===== src/rtl/vga_capture.sv =====
// VGA frame grabber: syncs an external 640x480-style source, counts pixels/lines and writes a window into a frame buffer.
// Define VGA_CAP_MEASURE_EN to build the h_total/v_total line/frame measurement registers.
module vga_capture #(
  parameter int H_BP  = 48,
  parameter int V_BP  = 33,
  parameter int WIN_X = 0,
  parameter int WIN_Y = 0,
  parameter int WIN_W = 200,
  parameter int WIN_H = 100
) (
  input  logic        clk_50MHz,
  input  logic        rst,
  input  logic        pix_en,
  input  logic        hsync,
  input  logic        vsync,
  input  logic [5:0]  rgb,
  input  logic        cap_req,
  output logic        cap_busy,
  output logic        cap_done,
  output logic        overrun,
  output logic        wr_en,
  output logic [15:0] wr_addr,
  output logic [5:0]  wr_data,
  output logic [9:0]  h_total,
  output logic [9:0]  v_total
);

  localparam logic [1:0] ST_IDLE    = 2'd0;
  localparam logic [1:0] ST_ARMED   = 2'd1;
  localparam logic [1:0] ST_CAPTURE = 2'd2;

  localparam logic [11:0] HBP12 = 12'(H_BP);
  localparam logic [11:0] VBP12 = 12'(V_BP);
  localparam logic [11:0] WX12  = 12'(WIN_X);
  localparam logic [11:0] WY12  = 12'(WIN_Y);
  localparam logic [11:0] WW12  = 12'(WIN_W);
  localparam logic [11:0] WH12  = 12'(WIN_H);
  localparam logic [15:0] LAST_ADDR = 16'(WIN_W * WIN_H - 1);

  // Two-stage input chain plus one extra sync bit for edge detection
  logic       hs1_q, hs2_q, hs3_q;
  logic       vs1_q, vs2_q, vs3_q;
  logic       pe1_q, pe2_q;
  logic [5:0] rgb1_q, rgb2_q;

  always_ff @(posedge clk_50MHz or negedge rst) begin
    if (!rst) begin
      hs1_q  <= 1'b1;
      hs2_q  <= 1'b1;
      hs3_q  <= 1'b1;
      vs1_q  <= 1'b1;
      vs2_q  <= 1'b1;
      vs3_q  <= 1'b1;
      pe1_q  <= 1'b0;
      pe2_q  <= 1'b0;
      rgb1_q <= '0;
      rgb2_q <= '0;
    end else begin
      hs1_q  <= hsync;
      hs2_q  <= hs1_q;
      hs3_q  <= hs2_q;
      vs1_q  <= vsync;
      vs2_q  <= vs1_q;
      vs3_q  <= vs2_q;
      pe1_q  <= pix_en;
      pe2_q  <= pe1_q;
      rgb1_q <= rgb;
      rgb2_q <= rgb1_q;
    end
  end

  logic hs_rise, vs_rise;
  assign hs_rise = hs2_q & ~hs3_q;
  assign vs_rise = vs2_q & ~vs3_q;

  logic [9:0] hcnt_q, hcnt_d;
  logic [9:0] vcnt_q, vcnt_d;

  always_comb begin
    hcnt_d = hcnt_q;
    if (hs_rise)
      hcnt_d = '0;
    else if (pe2_q && (hcnt_q != '1))
      hcnt_d = hcnt_q + 10'd1;

    vcnt_d = vcnt_q;
    if (vs_rise)
      vcnt_d = '0;
    else if (hs_rise && (vcnt_q != '1))
      vcnt_d = vcnt_q + 10'd1;
  end

  always_ff @(posedge clk_50MHz or negedge rst) begin
    if (!rst) begin
      hcnt_q <= '0;
      vcnt_q <= '0;
    end else begin
      hcnt_q <= hcnt_d;
      vcnt_q <= vcnt_d;
    end
  end

  // 12-bit differences: bit 11 set means the counter is still inside the back porch,
  // and a window-relative offset below zero wraps far above any window size.
  logic [11:0] hx, vy, xw, yw;
  logic        in_win;

  assign hx = {2'b00, hcnt_q} - HBP12;
  assign vy = {2'b00, vcnt_q} - VBP12;
  assign xw = hx - WX12;
  assign yw = vy - WY12;
  assign in_win = ~hx[11] & ~vy[11] & (xw < WW12) & (yw < WH12);

  logic        pix_hit;
  assign pix_hit = pe2_q & in_win;

  logic [1:0]  state_q, state_d;
  logic [15:0] ptr_q, ptr_d;
  logic        wr_en_q, wr_en_d;
  logic [15:0] wr_addr_q, wr_addr_d;
  logic [5:0]  wr_data_q, wr_data_d;
  logic        done_q, done_d;
  logic        ovr_q, ovr_d;

  always_comb begin
    state_d   = state_q;
    ptr_d     = ptr_q;
    wr_en_d   = 1'b0;
    wr_addr_d = wr_addr_q;
    wr_data_d = wr_data_q;
    done_d    = 1'b0;
    ovr_d     = ovr_q;
    case (state_q)
      ST_IDLE: begin
        if (cap_req) begin
          state_d = ST_ARMED;
          ovr_d   = 1'b0;
        end
      end
      ST_ARMED: begin
        if (vs_rise) begin
          state_d = ST_CAPTURE;
          ptr_d   = '0;
        end
      end
      ST_CAPTURE: begin
        // A new frame before the window is full aborts the capture
        if (vs_rise) begin
          ovr_d   = 1'b1;
          done_d  = 1'b1;
          state_d = ST_IDLE;
        end else if (pix_hit) begin
          wr_en_d   = 1'b1;
          wr_addr_d = ptr_q;
          wr_data_d = rgb2_q;
          ptr_d     = ptr_q + 16'd1;
          if (ptr_q == LAST_ADDR) begin
            done_d  = 1'b1;
            state_d = ST_IDLE;
          end
        end
      end
      default: state_d = ST_IDLE;
    endcase
  end

  always_ff @(posedge clk_50MHz or negedge rst) begin
    if (!rst) begin
      state_q   <= ST_IDLE;
      ptr_q     <= '0;
      wr_en_q   <= 1'b0;
      wr_addr_q <= '0;
      wr_data_q <= '0;
      done_q    <= 1'b0;
      ovr_q     <= 1'b0;
    end else begin
      state_q   <= state_d;
      ptr_q     <= ptr_d;
      wr_en_q   <= wr_en_d;
      wr_addr_q <= wr_addr_d;
      wr_data_q <= wr_data_d;
      done_q    <= done_d;
      ovr_q     <= ovr_d;
    end
  end

  assign cap_busy = (state_q == ST_ARMED) || (state_q == ST_CAPTURE);
  assign cap_done = done_q;
  assign overrun  = ovr_q;
  assign wr_en    = wr_en_q;
  assign wr_addr  = wr_addr_q;
  assign wr_data  = wr_data_q;

`ifdef VGA_CAP_MEASURE_EN
  logic [9:0] h_total_q, v_total_q;

  always_ff @(posedge clk_50MHz or negedge rst) begin
    if (!rst) begin
      h_total_q <= '0;
      v_total_q <= '0;
    end else begin
      if (hs_rise)
        h_total_q <= hcnt_q + 10'd1;
      if (vs_rise)
        v_total_q <= vcnt_q + 10'd1;
    end
  end

  assign h_total = h_total_q;
  assign v_total = v_total_q;
`else
  assign h_total = '0;
  assign v_total = '0;
`endif

endmodule


===== config.mk =====
export PLATFORM = sky130hd
export DESIGN_NAME = vga_capture
export DESIGN_NICKNAME = d
export VERILOG_FILES = /design/src/rtl/vga_capture.sv
export SDC_FILE = /design/constraint.sdc
export NUM_CORES = 1
export LEC_CHECK = 0
export CAP_MARGIN = 20
export CORE_MARGIN = 5
export CORE_UTILIZATION = 40
export DETAILED_ROUTE_END_ITERATION = 8
export GPL_TIMING_DRIVEN = 0
export MAX_ROUTING_LAYER = met4
export PLACE_DENSITY = 0.66
export SLEW_MARGIN = 15
export SYNTH_ARGS = -nofsm -noshare
export SYNTH_HDL_FRONTEND = slang
export SYNTH_SLANG_ARGS = --single-unit

===== constraint.sdc =====
create_clock -name clk_50MHz -period 3.7 [get_ports clk_50MHz]
set_clock_uncertainty 0.05 [all_clocks]
set_input_delay 0.74 -clock clk_50MHz [delete_from_list [all_inputs] [get_ports clk_50MHz]]
set_output_delay 0.74 -clock clk_50MHz [all_outputs]
set_load 0.005 [all_outputs]

==> flow_summary.toml, run 1 <==
[sta]
fin_tns_setup_ns = 0
finalCritPeriodShare = 0.739
slew_viol_final = 0
finalSetupViolCount = 0
finalCriticalPeriod_ns = 2.74
worst_pin_slew_ns = 0.907
max_freq_ghz = 0.366
slew_headroom = 0.390
rsz0062_at_grt = "false"
finalHoldViolations = 0

[detailed_routing]
ant_nets = 0
drtIter0Drc = 159
avgRoutedWirePerCell_um = 13.1
drc = 0
routed_via_density = 5.03
dr.pass1.iters = 4
drt-total-wl_um = 7590
vias = 2911

[synthesis]
synth_area_um2 = 3940
synth-adder-area-share = 0.0254
synth_compound_area_frac = 0.108
yosysSeqAreaShare = 0.529
yosys.area.top_type = "dfrtp_1"
synth_edf_count = 0
muxShareOfSynthArea = 0.0590
synthCells = 373
synth_top_area_share = 0.489
async_reset_ff_frac = 1.00
synth-seq-cells = 83
synth_simple_gate_area_share = 0.171
synthTopCellsByArea = "dfrtp_1, mux2_2, dfstp_2"
ys.flop_type = "dfrtp_1"
netlist-cell-type-count = 53
ys_warn_count = 0
synth-xor-area-share = 0.0355
syn_area_per_cell_um2 = 10.6
synth_top_family_by_area = "simple AND/OR/NAND/NOR gates"

[clock_tree]
cts_tree = "built"
cts_buffers = 9
cts.hold.buffers_added = 0
clk_latency_ns = 0.35
root_buffer = "clkbuf_8"
clock_sinks = 83
clk_pin_slew_ns = 0.09
htree_levels = 3
clockBufferDepth = 2
post_cts_buffers = 0
cts_resized = 0

[global_route]
grt_max_degree = 55
grt_pass1_wl_um = 13200
grt-ovfl-total = 0
antenna_found_initial = 0
grt_pass1_vias = 2834
grt_usage = 0.142

[power_and_ir_drop]
p_leak_nw = 2.16
combinationalPowerShare = 0.183
seq_power_share = 0.484
ir_worst_vdd_uv = 213
p_clk_frac = 0.333
p_sw_frac = 0.293
intPower_mw = 1.45
power.switching_mw = 0.600
power_density_nw_per_um2 = 428

[worst_setup_path]
worstSetupStartpoint = "vcnt_q[0]"
worstPathRequired_ns = 3.89
r2r_end = "wr_addr[5]"
critPathCaptureType = "flop"
reg2reg_slack_ns = 0.96
worstSetupStartpointType = "flop"
crit_fanout = 10
cp.arrival_ns = 2.93
r2r_start = "vcnt_q[0]"
endpoint = "wr_addr[5]"
crit_type = "flop to flop"
ff2ff_path_depth = 9

[finish]
antennaDiodeCount = 0
synthToLayoutAreaGrowth_pct = 21.4
final_common_cell = "dfrtp_1"
drive_above_1_share = 0.161
stdcell_count = 579
nNetsFinal = 461
final_cell_area_um2 = 4780
fillers = 906
layout_common_cells = "dfrtp_1, clkdlybuf4s50_1, nor2_1"

[place]
placed_area_um2 = 4580
portBuffers = 37
place_congestion = 0.949
place_inst = 563
hpwlAfterDp_um = 5480

[die]
core_area_um2 = 9680
die_area_um2 = 11900
ios = 58
initial_core_util = 0.407
die_h_um = 109
rows = 36
die_x_um = 109

[run]
maxCapViolations = 0

[run_status]
status = "completed"

[min_path]
min_path_type = "input port to async pin"
worst min path at each step:
| stage | start | end | slack (ns) | cells past startpoint |
|---|---|---|---|---|
| floorplan | pe1_q | pe2_q | 0.28 | 0 |
| global placement | rgb1_q[2] | rgb2_q[2] | 0.28 | 0 |
| detailed placement | pe1_q | pe2_q | 0.28 | 0 |
| CTS | rst | ptr_q[3] | 0.26 | 1 |
| global route | rst | rgb2_q[4] | 0.27 | 1 |
| finish | rst | wr_addr[3] | 0.25 | 1 |
critical path, stage by stage, from the launching register on:
cell      delay (ns)
dfrtp_1         0.43
inv_1           0.11
ha_1            0.23
or4b_4          0.50
o211ai_1        0.24
a311oi_1        0.08
nand4_1         0.13
buf_2           0.22
buf_2           0.28
mux2_2          0.37
cell families after synthesis:
kind of cell / count (synthesis)
adders and majority gates: 8
xor gates and xnor gates: 16
muxes: 21
DFF: 83
buffers and inverters: 51
AOI/OAI and AO/OA: 64
and+or+nand+nor: 129
other: 1
power by group through the flow:
stage	Combinational [mW]	Sequential, mW	Clock [mW]
finish	0.376	0.991	0.682
global route	0.428	0.999	0.746
CTS	0.379	0.991	0.705
detailed placement	0.378	1.01	0
global placement	0.360	1.01	0
floorplan	0.253	1.00	0
through the flow:
stage / util / hold slack (ns) / setup slack, ns / power, mW
5_1_grt: 0.494 / 0.270 / 0.792 / 2.17
4_1_cts: 0.494 / 0.260 / 0.969 / 2.08
6_report: 0.494 / 0.252 / 0.965 / 2.05
2_1_floorplan: - / 0.281 / 1.27 / 1.25
3_5_place_dp: 0.472 / 0.285 / 0.981 / 1.39
3_3_place_gp: 0.470 / 0.283 / -1.08 / 1.37
state kept, by name, indices dropped and copies added, names as in the netlist:
signal    count
cap_done      1
hcnt_q       10
hs1_q         1
hs2_q         1
hs3_q         1
overrun       1
pe1_q         1
pe2_q         1
ptr_q        16
rgb1_q        6
rgb2_q        6
state_q       2
vcnt_q       10
vs1_q         1
vs2_q         1
vs3_q         1
wr_addr      16
wr_data       6
wr_en         1
cell usage after synthesis, types with 2 or more instances:
library cell / count
o31ai_1: 9
nor4_1: 3
ha_1: 8
o31a_1: 4
nand4_1: 9
mux2i_1: 3
buf_2: 4
a21oi_1: 15
dfrtp_1: 77
dfstp_2: 6
nor2_1: 31
a211oi_1: 3
nand2_1: 25
nor2b_1: 3
or4_1: 6
a31oi_1: 3
o21ai_0: 14
nand3_1: 17
or3_1: 5
and3b_1: 4
mux2_2: 18
xnor2_1: 10
o22a_1: 2
inv_1: 13
buf_4: 20
xor2_1: 6
a21o_1: 3
and2_1: 3
clkbuf_1: 13
and3_1: 2
nand2b_1: 2
nor3_1: 11
layout make-up:
class,count,area [um^2],share of cell area
Tap cell,133,166,0.0348
Inverter,13,48.8,0.0102
Clock buffer,10,138,0.0288
Multi-Input combinational cell,258,1650,0.345
Timing Repair Buffer,38,395,0.0826
Buffer,38,230,0.0481
Sequential cell,83,2080,0.436
Clock inverter,6,71.3,0.0149
layer usage:
| metal | share of wire | track usage | up-vias |
|---|---|---|---|
| met5 | 0 | - | - |
| met4 | 0.012 | 0.0419 | 0 |
| met3 | 0.058 | 0.0373 | 13 |
| met2 | 0.51 | 0.230 | 75 |
| met1 | 0.42 | 0.176 | 1416 |
| li1 | - | - | 1407 |
(Power assumes the default switching activity.)
==> run 2, diff against run 1 <==
- PLACE_DENSITY: 0.66 -> 0.68
- clock period: 3.7 -> 2.47 ns (I/O delays scaled with it)
==> run 2 against run 1 <==
Effect of this change:
- sequential power grew 49%
- die area did not move
- total power increased by 61%
- non-clock buffer count rose by 8
- sequential share of layout area down 2.0 points
==> flow_summary.toml, run 2 (synthesized netlist as in run 1, its figures left out) <==
[die]
die_area_um2 = 11900
die_x_um = 109
die_h_um = 109
initial_core_util = 0.407
ios = 58
core_area_um2 = 9680
rows = 36

[detailed_routing]
routed_via_density = 5.03
vias = 2953
drt-total-wl_um = 7940
drc = 0
avgRoutedWirePerCell_um = 13.5
ant_nets = 0
dr.pass1.iters = 4
drtIter0Drc = 120

[finish]
drive_above_1_share = 0.227
layout_common_cells = "dfrtp_1, clkdlybuf4s50_1, buf_4"
fin_util = 0.519
final_cell_area_um2 = 5020
nNetsFinal = 469
antennaDiodeCount = 0
final_common_cell = "dfrtp_1"
synthToLayoutAreaGrowth_pct = 27.4

[clock_tree]
clk_pin_slew_ns = 0.09
clk_latency_ns = 0.36
cts_buffers = 9
cts_tree = "built"
clock_sinks = 83
root_buffer = "clkbuf_8"
htree_levels = 3
clockBufferDepth = 2

[sta]
finalSetupViolCount = 0
finalCriticalPeriod_ns = 2.46
finalCritPeriodShare = 0.995
rsz0062_at_grt = "true"
worst_pin_slew_ns = 0.700
slew_viol_final = 0
finalHoldViolations = 0
slew_headroom = 0.532
max_freq_ghz = 0.407

[place]
portBuffers = 37
place_congestion = 0.903
placed_area_um2 = 4580
hpwlAfterDp_um = 5460

[power_and_ir_drop]
power_density_nw_per_um2 = 657
ir_worst_vdd_uv = 328
p_leak_nw = 2.26
design_power_total_mw = 3.30

[worst_setup_path]
worstPathRequired_ns = 2.66
worstSetupStartpointType = "flop"
crit_type = "flop to flop"
critPathCaptureType = "flop"
cp.arrival_ns = 2.65
crit_fanout = 10

[run]
maxCapViolations = 0

[global_route]
grt_usage = 0.142
grt_max_degree = 45
grt_pass1_wl_um = 13100
antenna_found_initial = 0
grt-ovfl-total = 0
grt_pass1_vias = 2849

[run_status]
status = "completed"

[min_path]
min_path_type = "input port to async pin"
## run 2: changes by cell type in the layout (fill, tap and decap cells not counted), moves of 2 or more
cell / delta
buf_4: +11
clkbuf_1: -6
buf_2: -4
buf_6: +4
o31ai_1: -4
clkbuf_2: +3
o31ai_2: +3
a21oi_1: -2
a21oi_2: +2
bufinv_16: +2
inv_1: -2
inv_2: +2
or4_1: -2
or4_4: +2
## run 2: report_power, final
group | internal, mW | switching, mW | leakage [nW] | total [mW]
registers | 1.43 | 0.0548 | 1.10 | 1.48
logic | 0.266 | 0.351 | 1.04 | 0.617
clock network | 0.680 | 0.520 | 0.120 | 1.20
## run 2: worst max-delay path, cell delays in order, from the launching register on
cell	delay (ns)
dfrtp_1	0.40
inv_2	0.08
ha_4	0.14
or4b_4	0.48
o211ai_1	0.26
a311oi_2	0.07
nand4_1	0.18
buf_4	0.18
buf_6	0.16
mux2_2	0.34
## run 2: metrics by stage
step                      hold WS, ns  setup slack [ns]  TNS [ns]  instances
final                          0.0556            0.0130         0        587
after global routing           0.0838            -0.120     -2.19        587
after CTS                      0.0710           0.00879         0        584
after detailed placement        0.286            -0.268     -6.46        563
after global placement          0.283             -2.09   -172.08        562
after floorplan                 0.148            0.0445         0        392
## run 2: final cells by class
type | count | area, um^2
buffer | 35 | 248
clock buffer | 9 | 124
clock inverter | 7 | 124
fill | 856 | 4660
inverter | 13 | 48.8
multi-input combinational | 258 | 1750
sequential | 83 | 2090
tap | 133 | 166
timing repair buffer | 49 | 478
## run 2: worst paths after layout
kind	depth (start not counted)	startpoint	slack [ns]	endpoint
setup / recovery	9	vcnt_q[0]	0.01	wr_data[4]
max in group asynchronous	2	rst	1.67	vs3_q
hold reg to reg	0	rgb1_q[0]	0.30	rgb2_q[0]
min in group clk_50MHz	0	rgb1_q[0]	0.30	rgb2_q[0]
hold / removal	1	rst	0.06	wr_data[5]
setup reg to reg	9	vcnt_q[0]	0.01	wr_data[4]
## run 2: layer usage
layer  global-route usage  vias to the layer above  routed length (um)
met3               0.0391                       12                 383
met2                0.228                       70                4010
met5                    -                        -                   0
met1                0.170                     1434                3420
li1                     -                     1437                   -
met4               0.0552                        0                 129
## run 2: what timing repair did
item,4_1_cts,5_1_grt
setup endpoints to repair,39,42
setup buffers,5,5
gates resized for setup,17,17
hold buffers,0,0
pin swaps,9,8
cloned,1,0
==> variant 1, RTL diff (config.mk and constraints of run 1) <==
The option `VGA_CAP_MEASURE_EN` is turned on by a define.
--- a/src/rtl/vga_capture.sv
+++ b/src/rtl/vga_capture.sv
@@ -2,2 +2,4 @@
 // Define VGA_CAP_MEASURE_EN to build the h_total/v_total line/frame measurement registers.
+`define VGA_CAP_MEASURE_EN
+
 module vga_capture #(
Check against the original RTL: not equivalent (a bounded check fails within 10 cycles, from zero or initial values and one cycle with rst low).
==> variant 1 against run 1 <==
Power is 31% higher. Final area is 20% higher. Worst setup slack worse by 0.12 ns. Critical endpoint is now state_q[0]. First-iteration DRC count is 24% higher. Sequential cell count is 20 higher. Critical path type unchanged. Largest power group unchanged. Cell count is 20% higher. Combinational power is 14% higher. Synthesized cell count is 28% higher. Routed wire length is 26% higher. Area after synthesis is 18% higher.
==> variant 1: results (changes against run 1) <==
| Metric | Value |
|---|---|
| Status | `finished clean (unchanged)` |
| List of most frequent post-synthesis cells | `119 x nand2_1, 97 x dfrtp_1, 35 x nor2_1, 32 x o21ai_0, 18 x xnor2_1 (was 77 x dfrtp_1, 31 x nor2_1, 25 x nand2_1, 20 x buf_4, 18 x mux2_2)` |
| Leak pwr | `2.492 nW (was 2.159 nW)` |
| Routed wire per std cell | `13.77 um (was 13.11 um)` |
| Met3 WL | `394 um (was 444 um)` |
| Synth top area cells | `dfrtp_1 52%, nand2_1 9.6%, o21ai_0 3.4%, dfstp_2 3.4%, xnor2_1 3.4% (was dfrtp_1 49%, mux2_2 5.1%, dfstp_2 4.0%, buf_4 3.8%, nor2_1 3.0%)` |
| Critical path's top delay family | `compound AO/OA/AOI/OAI gates (was simple AND/OR/NAND/NOR gates)` |
| Met1 WL | `4.390 mm (was 3.206 mm)` |
| Fin Hold WS | `0.1744 ns (was 0.2522 ns)` |
| Placement Setup Slack | `1.006 ns (was 0.9813 ns)` |
| Yosys cell types | `48 (was 53)` |
| # fillers | `1,082 (was 906)` |
| Global-route met1 utilization | `0.1837 (was 0.1758)` |
| Internal | `1.971 mW (was 1.449 mW)` |
| Routability Congestion | `0.8711 (was 0.9493)` |
| Synth Area in Compound Gates | `0.08470 (was 0.1082)` |
| Arrival time at the worst endpoint | `3.03 ns (was 2.93 ns)` |
| DR WL met2 | `4.630 mm (was 3.849 mm)` |
| Largest net degree at the start of global routing | `86 (was 55)` |
| Fin cells | `693 (was 579)` |
| Reg power frac | `0.458 (was 0.484)` |
| Router iterations before antenna repair | `5 (was 4)` |
| Synth Area per Inst | `9.776 um^2 (was 10.57 um^2)` |
| Peak VDD IR | `0.0002762 V (was 0.0002129 V)` |
| Placed insts | `677 (was 563)` |
| CTS clk-pin slew, worst paths | `0.07 ns (was 0.09 ns)` |
| Post-DP HPWL | `6.740 mm (was 5.480 mm)` |
| Share of cells above drive strength 1 | `0.08000 (was 0.1614)` |
| Comb pwr share | `0.160 (was 0.183)` |
| Xor/xnor share of the synthesized area | `0.06588 (was 0.03554)` |
| Dpl cell area | `5431 um^2 (was 4576 um^2)` |
| First-pass GRT wire length | `16.67 mm (was 13.18 mm)` |
| CP max FO | `7 (was 10)` |
| Post-synthesis sequential area ratio | `0.5555 (was 0.5287)` |
| Worst setup path endpoint | `state_q[0] (was wr_addr[5])` |
| Delay of the slowest critical-path stage | `0.40 ns (was 0.50 ns)` |
| Vias in the first global route | `3,527 (was 2,834)` |
| Worst slew pin tran | `0.5369 ns (was 0.9074 ns)` |
| R2R depth | `10 (was 9)` |
| Vias per cell | `5.121 (was 5.028)` |
| Met2 usage | `0.2355 (was 0.2303)` |
## variant 1: cell types whose count changed in the layout (fill, tap and decap cells not counted), moves of 17 or more
cell	run 1	this run
dfrtp_1	77	97
buf_4	21	2
conb_1	20	0
mux2_2	18	1
clkdlybuf4s50_1	36	56
nand2_1	25	119
o21ai_0	14	32
## variant 1: how the worst min path moves through the flow
stage / from / to / cells past startpoint
after global routing: rst / wr_data[5] / 1
after floorplan: pe1_q / pe2_q / 0
after global placement: rgb1_q[2] / rgb2_q[2] / 0
after CTS: rst / wr_data[5] / 1
after detailed placement: rgb1_q[1] / rgb2_q[1] / 0
final: rst / h_total[6] / 1
## variant 1: area by class of cell
class                      instances  area [um^2]  share of cell area
sequential                       103         2585              0.4490
multi-input combinational        342         1921              0.3336
timing repair buffer              58        599.3              0.1041
clock buffer                       9        225.2             0.03912
tap                              143        178.9             0.03108
buffer                            23        117.6             0.02043
clock inverter                     7        100.1             0.01739
inverter                           8        30.03            0.005216
==> variant 2, RTL diff (settings of run 1) <==
Made on the original files. Register the inputs `pix_en`, `hsync`, `vsync`, `rgb` and `cap_req` before use, without a reset. The logic sees them one clock later.
--- a/src/rtl/vga_capture.sv
+++ b/src/rtl/vga_capture.sv
@@ -39,2 +39,16 @@
 
+  logic pix_en_q;
+  logic hsync_q;
+  logic vsync_q;
+  logic [5:0] rgb_q;
+  logic cap_req_q;
+
+  always_ff @(posedge clk_50MHz) begin
+    pix_en_q  <= pix_en;
+    hsync_q   <= hsync;
+    vsync_q   <= vsync;
+    rgb_q     <= rgb;
+    cap_req_q <= cap_req;
+  end
+
   // Two-stage input chain plus one extra sync bit for edge detection
@@ -58,11 +72,11 @@
     end else begin
-      hs1_q  <= hsync;
+      hs1_q  <= hsync_q;
       hs2_q  <= hs1_q;
       hs3_q  <= hs2_q;
-      vs1_q  <= vsync;
+      vs1_q  <= vsync_q;
       vs2_q  <= vs1_q;
       vs3_q  <= vs2_q;
-      pe1_q  <= pix_en;
+      pe1_q  <= pix_en_q;
       pe2_q  <= pe1_q;
-      rgb1_q <= rgb;
+      rgb1_q <= rgb_q;
       rgb2_q <= rgb1_q;
@@ -134,3 +148,3 @@
       ST_IDLE: begin
-        if (cap_req) begin
+        if (cap_req_q) begin
           state_d = ST_ARMED;
Check against the original RTL: not equivalent (a bounded check fails within 4 cycles, from zero or initial values and one cycle with rst low).
==> variant 2 against run 1 <==
Routed wire length down 2.4%. Area after synthesis up 5.0%. Sequential cell count up 10. Worst hold slack worse by 0.0032 ns. Combinational power down 10%. Sequential share of layout area up 2.6 points. Worst setup slack worse by 0.72 ns. Power up 1.4%. Final area up 3.5%. Critical endpoint is now wr_data[4].
==> variant 2: results (changes against run 1) <==
| Metric | Value |
|---|---|
| Status | `finished clean (unchanged)` |
| Placement Setup Slack | `0.2178 ns (was 0.9813 ns)` |
| Iter 0 DRT Violations | `120 (was 159)` |
| H-Tree Depth | `3 (unchanged)` |
| Share of cells above drive strength 1 | `0.1771 (was 0.1614)` |
| Leak pwr | `2.182 nW (was 2.159 nW)` |
| Synth Instances | `373 (unchanged)` |
| Synth async-reset ratio | `0.8925 (was 1.000)` |
| Yosys warning count | `0 (unchanged)` |
| Total GRT Usage | `0.1279 (was 0.1421)` |
| Largest net degree at the start of global routing | `51 (was 55)` |
| Critical R2R Launch | `vcnt_q[0] (unchanged)` |
| Antenna violations before repair | `0 (unchanged)` |
| Port bufs | `37 (unchanged)` |
| Arrival time at the worst endpoint | `3.66 ns (was 2.93 ns)` |
| First-pass GRT wire length | `12.90 mm (was 13.18 mm)` |
| Worst hold path type | `register to register (was input pin to asynchronous set/reset pin)` |
| Nets | `461 (unchanged)` |
| Fin cells | `582 (was 579)` |
| Router iterations before antenna repair | `4 (unchanged)` |
| Clk buf depth | `2 (unchanged)` |
| # diodes | `0 (unchanged)` |
| Post-DP HPWL | `5.270 mm (was 5.480 mm)` |
| Synth top area cells | `dfrtp_1 47%, mux2_2 6.0%, dfxtp_1 4.8%, dfstp_2 3.8%, buf_4 3.6% (was dfrtp_1 49%, mux2_2 5.1%, dfstp_2 4.0%, buf_4 3.8%, nor2_1 3.0%)` |
| Yosys cell types | `47 (was 53)` |
| Routed wire per std cell | `12.73 um (was 13.11 um)` |
| CP Launch Type | `register (unchanged)` |
| Hold path start | `vsync_q` |
| Clk Latency, worst-skew pair | `0.36 ns` |
| Post-synth top flop | `dfrtp_1 (unchanged)` |
| Post-cts gate resize count | `0 (unchanged)` |
| Placed insts | `566 (was 563)` |
| Max-slew headroom | `0.5717 (was 0.3899)` |
| CTS clk-pin slew, worst paths | `0.10 ns` |
| Vias in the first global route | `2,804 (was 2,834)` |
| CP max FO | `10 (unchanged)` |
| CTS root buffer | `clkbuf_8 (unchanged)` |
| CTS Buf Count | `9 (unchanged)` |
| Routability Congestion | `0.8340 (was 0.9493)` |
| Dpl cell area | `4767 um^2 (was 4576 um^2)` |
| Post-synthesis sequential area ratio | `0.5522 (was 0.5287)` |
| Peak VDD IR | `0.0002296 V (was 0.0002129 V)` |
| Post-CTS Setup Inserts | `0 (unchanged)` |
| Routed vias | `2,862 (was 2,911)` |
| List of most frequent post-synthesis cells | `77 x dfrtp_1, 37 x nor2_1, 25 x nand2_1, 22 x mux2_2, 20 x buf_4 (was 77 x dfrtp_1, 31 x nor2_1, 25 x nand2_1, 20 x buf_4, 18 x mux2_2)` |
variant 2: cell types whose count changed after synthesis, moves of 4 or more:
cell and delta:
clkbuf_1 -5, o31ai_1 -7, nand3_1 -6, nor4_1 +5, xnor2_1 +4, and3b_1 -4, nor2_1 +6, or4_1 -5
inv_1 -6, mux2i_1 +6, o21ai_0 -5, and3_1 +7, mux2_2 +4, dfxtp_1 +10
variant 2: final cells by class:
cell class | count | area (um^2)
Fill cell | 972 | 5231
Sequential cell | 93 | 2285
Inverter | 7 | 26.28
Buffer | 34 | 222.7
Clock inverter | 7 | 62.56
Clock buffer | 9 | 123.9
Multi-Input combinational cell | 258 | 1675
Timing Repair Buffer | 38 | 387.9
Tap cell | 136 | 170.2
variant 2: stage by stage:
step | utilization | setup TNS, ns
6_report | 0.4864 | 0
5_1_grt | 0.4864 | 0
4_1_cts | 0.4864 | 0
3_5_place_dp | 0.4681 | 0
3_3_place_gp | 0.4663 | -84.32
2_1_floorplan | - | 0
variant 2: critical path: stages, from the launching register on:
cell and delay (ns):
dfrtp_1 0.39, clkbuf_1 0.23, inv_1 0.10, ha_1 0.19, or4b_4 0.50, nor4b_2 0.21, or3_1 0.15, nand3_2 0.11
or2_2 0.32, nor2_1 0.40, buf_2 0.34, mux2_2 0.37
variant 2: path summary, 6_finish.rpt:
path / end / slack [ns] / depth (start not counted)
hold / removal: vs1_q / 0.25 / 0
max in group asynchronous: wr_addr[8] / 2.64 / 2
hold reg to reg: vs1_q / 0.25 / 0
min in group asynchronous: vcnt_q[8] / 0.35 / 1
setup reg to reg: wr_data[4] / 0.24 / 11
setup / recovery: wr_data[4] / 0.24 / 11
variant 2: power breakdown:
part / total, mW / internal [mW] / leakage, nW / switching [mW]
Combinational: 0.338 / 0.147 / 0.900 / 0.191
Clock: 0.643 / 0.261 / 0.0984 / 0.383
Sequential: 1.10 / 1.06 / 1.18 / 0.0309
Total: 2.08 / 1.47 / 2.18 / 0.604
variant 2: kinds of logic after synthesis:
| logic type | after synthesis | synth area share |
|---|---|---|
| buf+inv | 41 | 0.06018 |
| flops | 93 | 0.5522 |
| xor+xnor | 22 | 0.04657 |
| fa+ha+maj | 8 | 0.02419 |
| other cells | 1 | 0.0009063 |
| mux | 31 | 0.08165 |
| simple gates | 138 | 0.1760 |
| compound gates | 39 | 0.05836 |
variant 2: layer usage:
layer / up-vias / GRT usage / routed length [um] / share of wire
li1: 1392 / - / - / -
met1: 1385 / 0.1669 / 3481 / 0.47
met2: 70 / 0.1958 / 3394 / 0.46
met3: 15 / 0.02717 / 385 / 0.052
met4: 0 / 0.04947 / 145 / 0.020
met5: - / - / 0 / 0
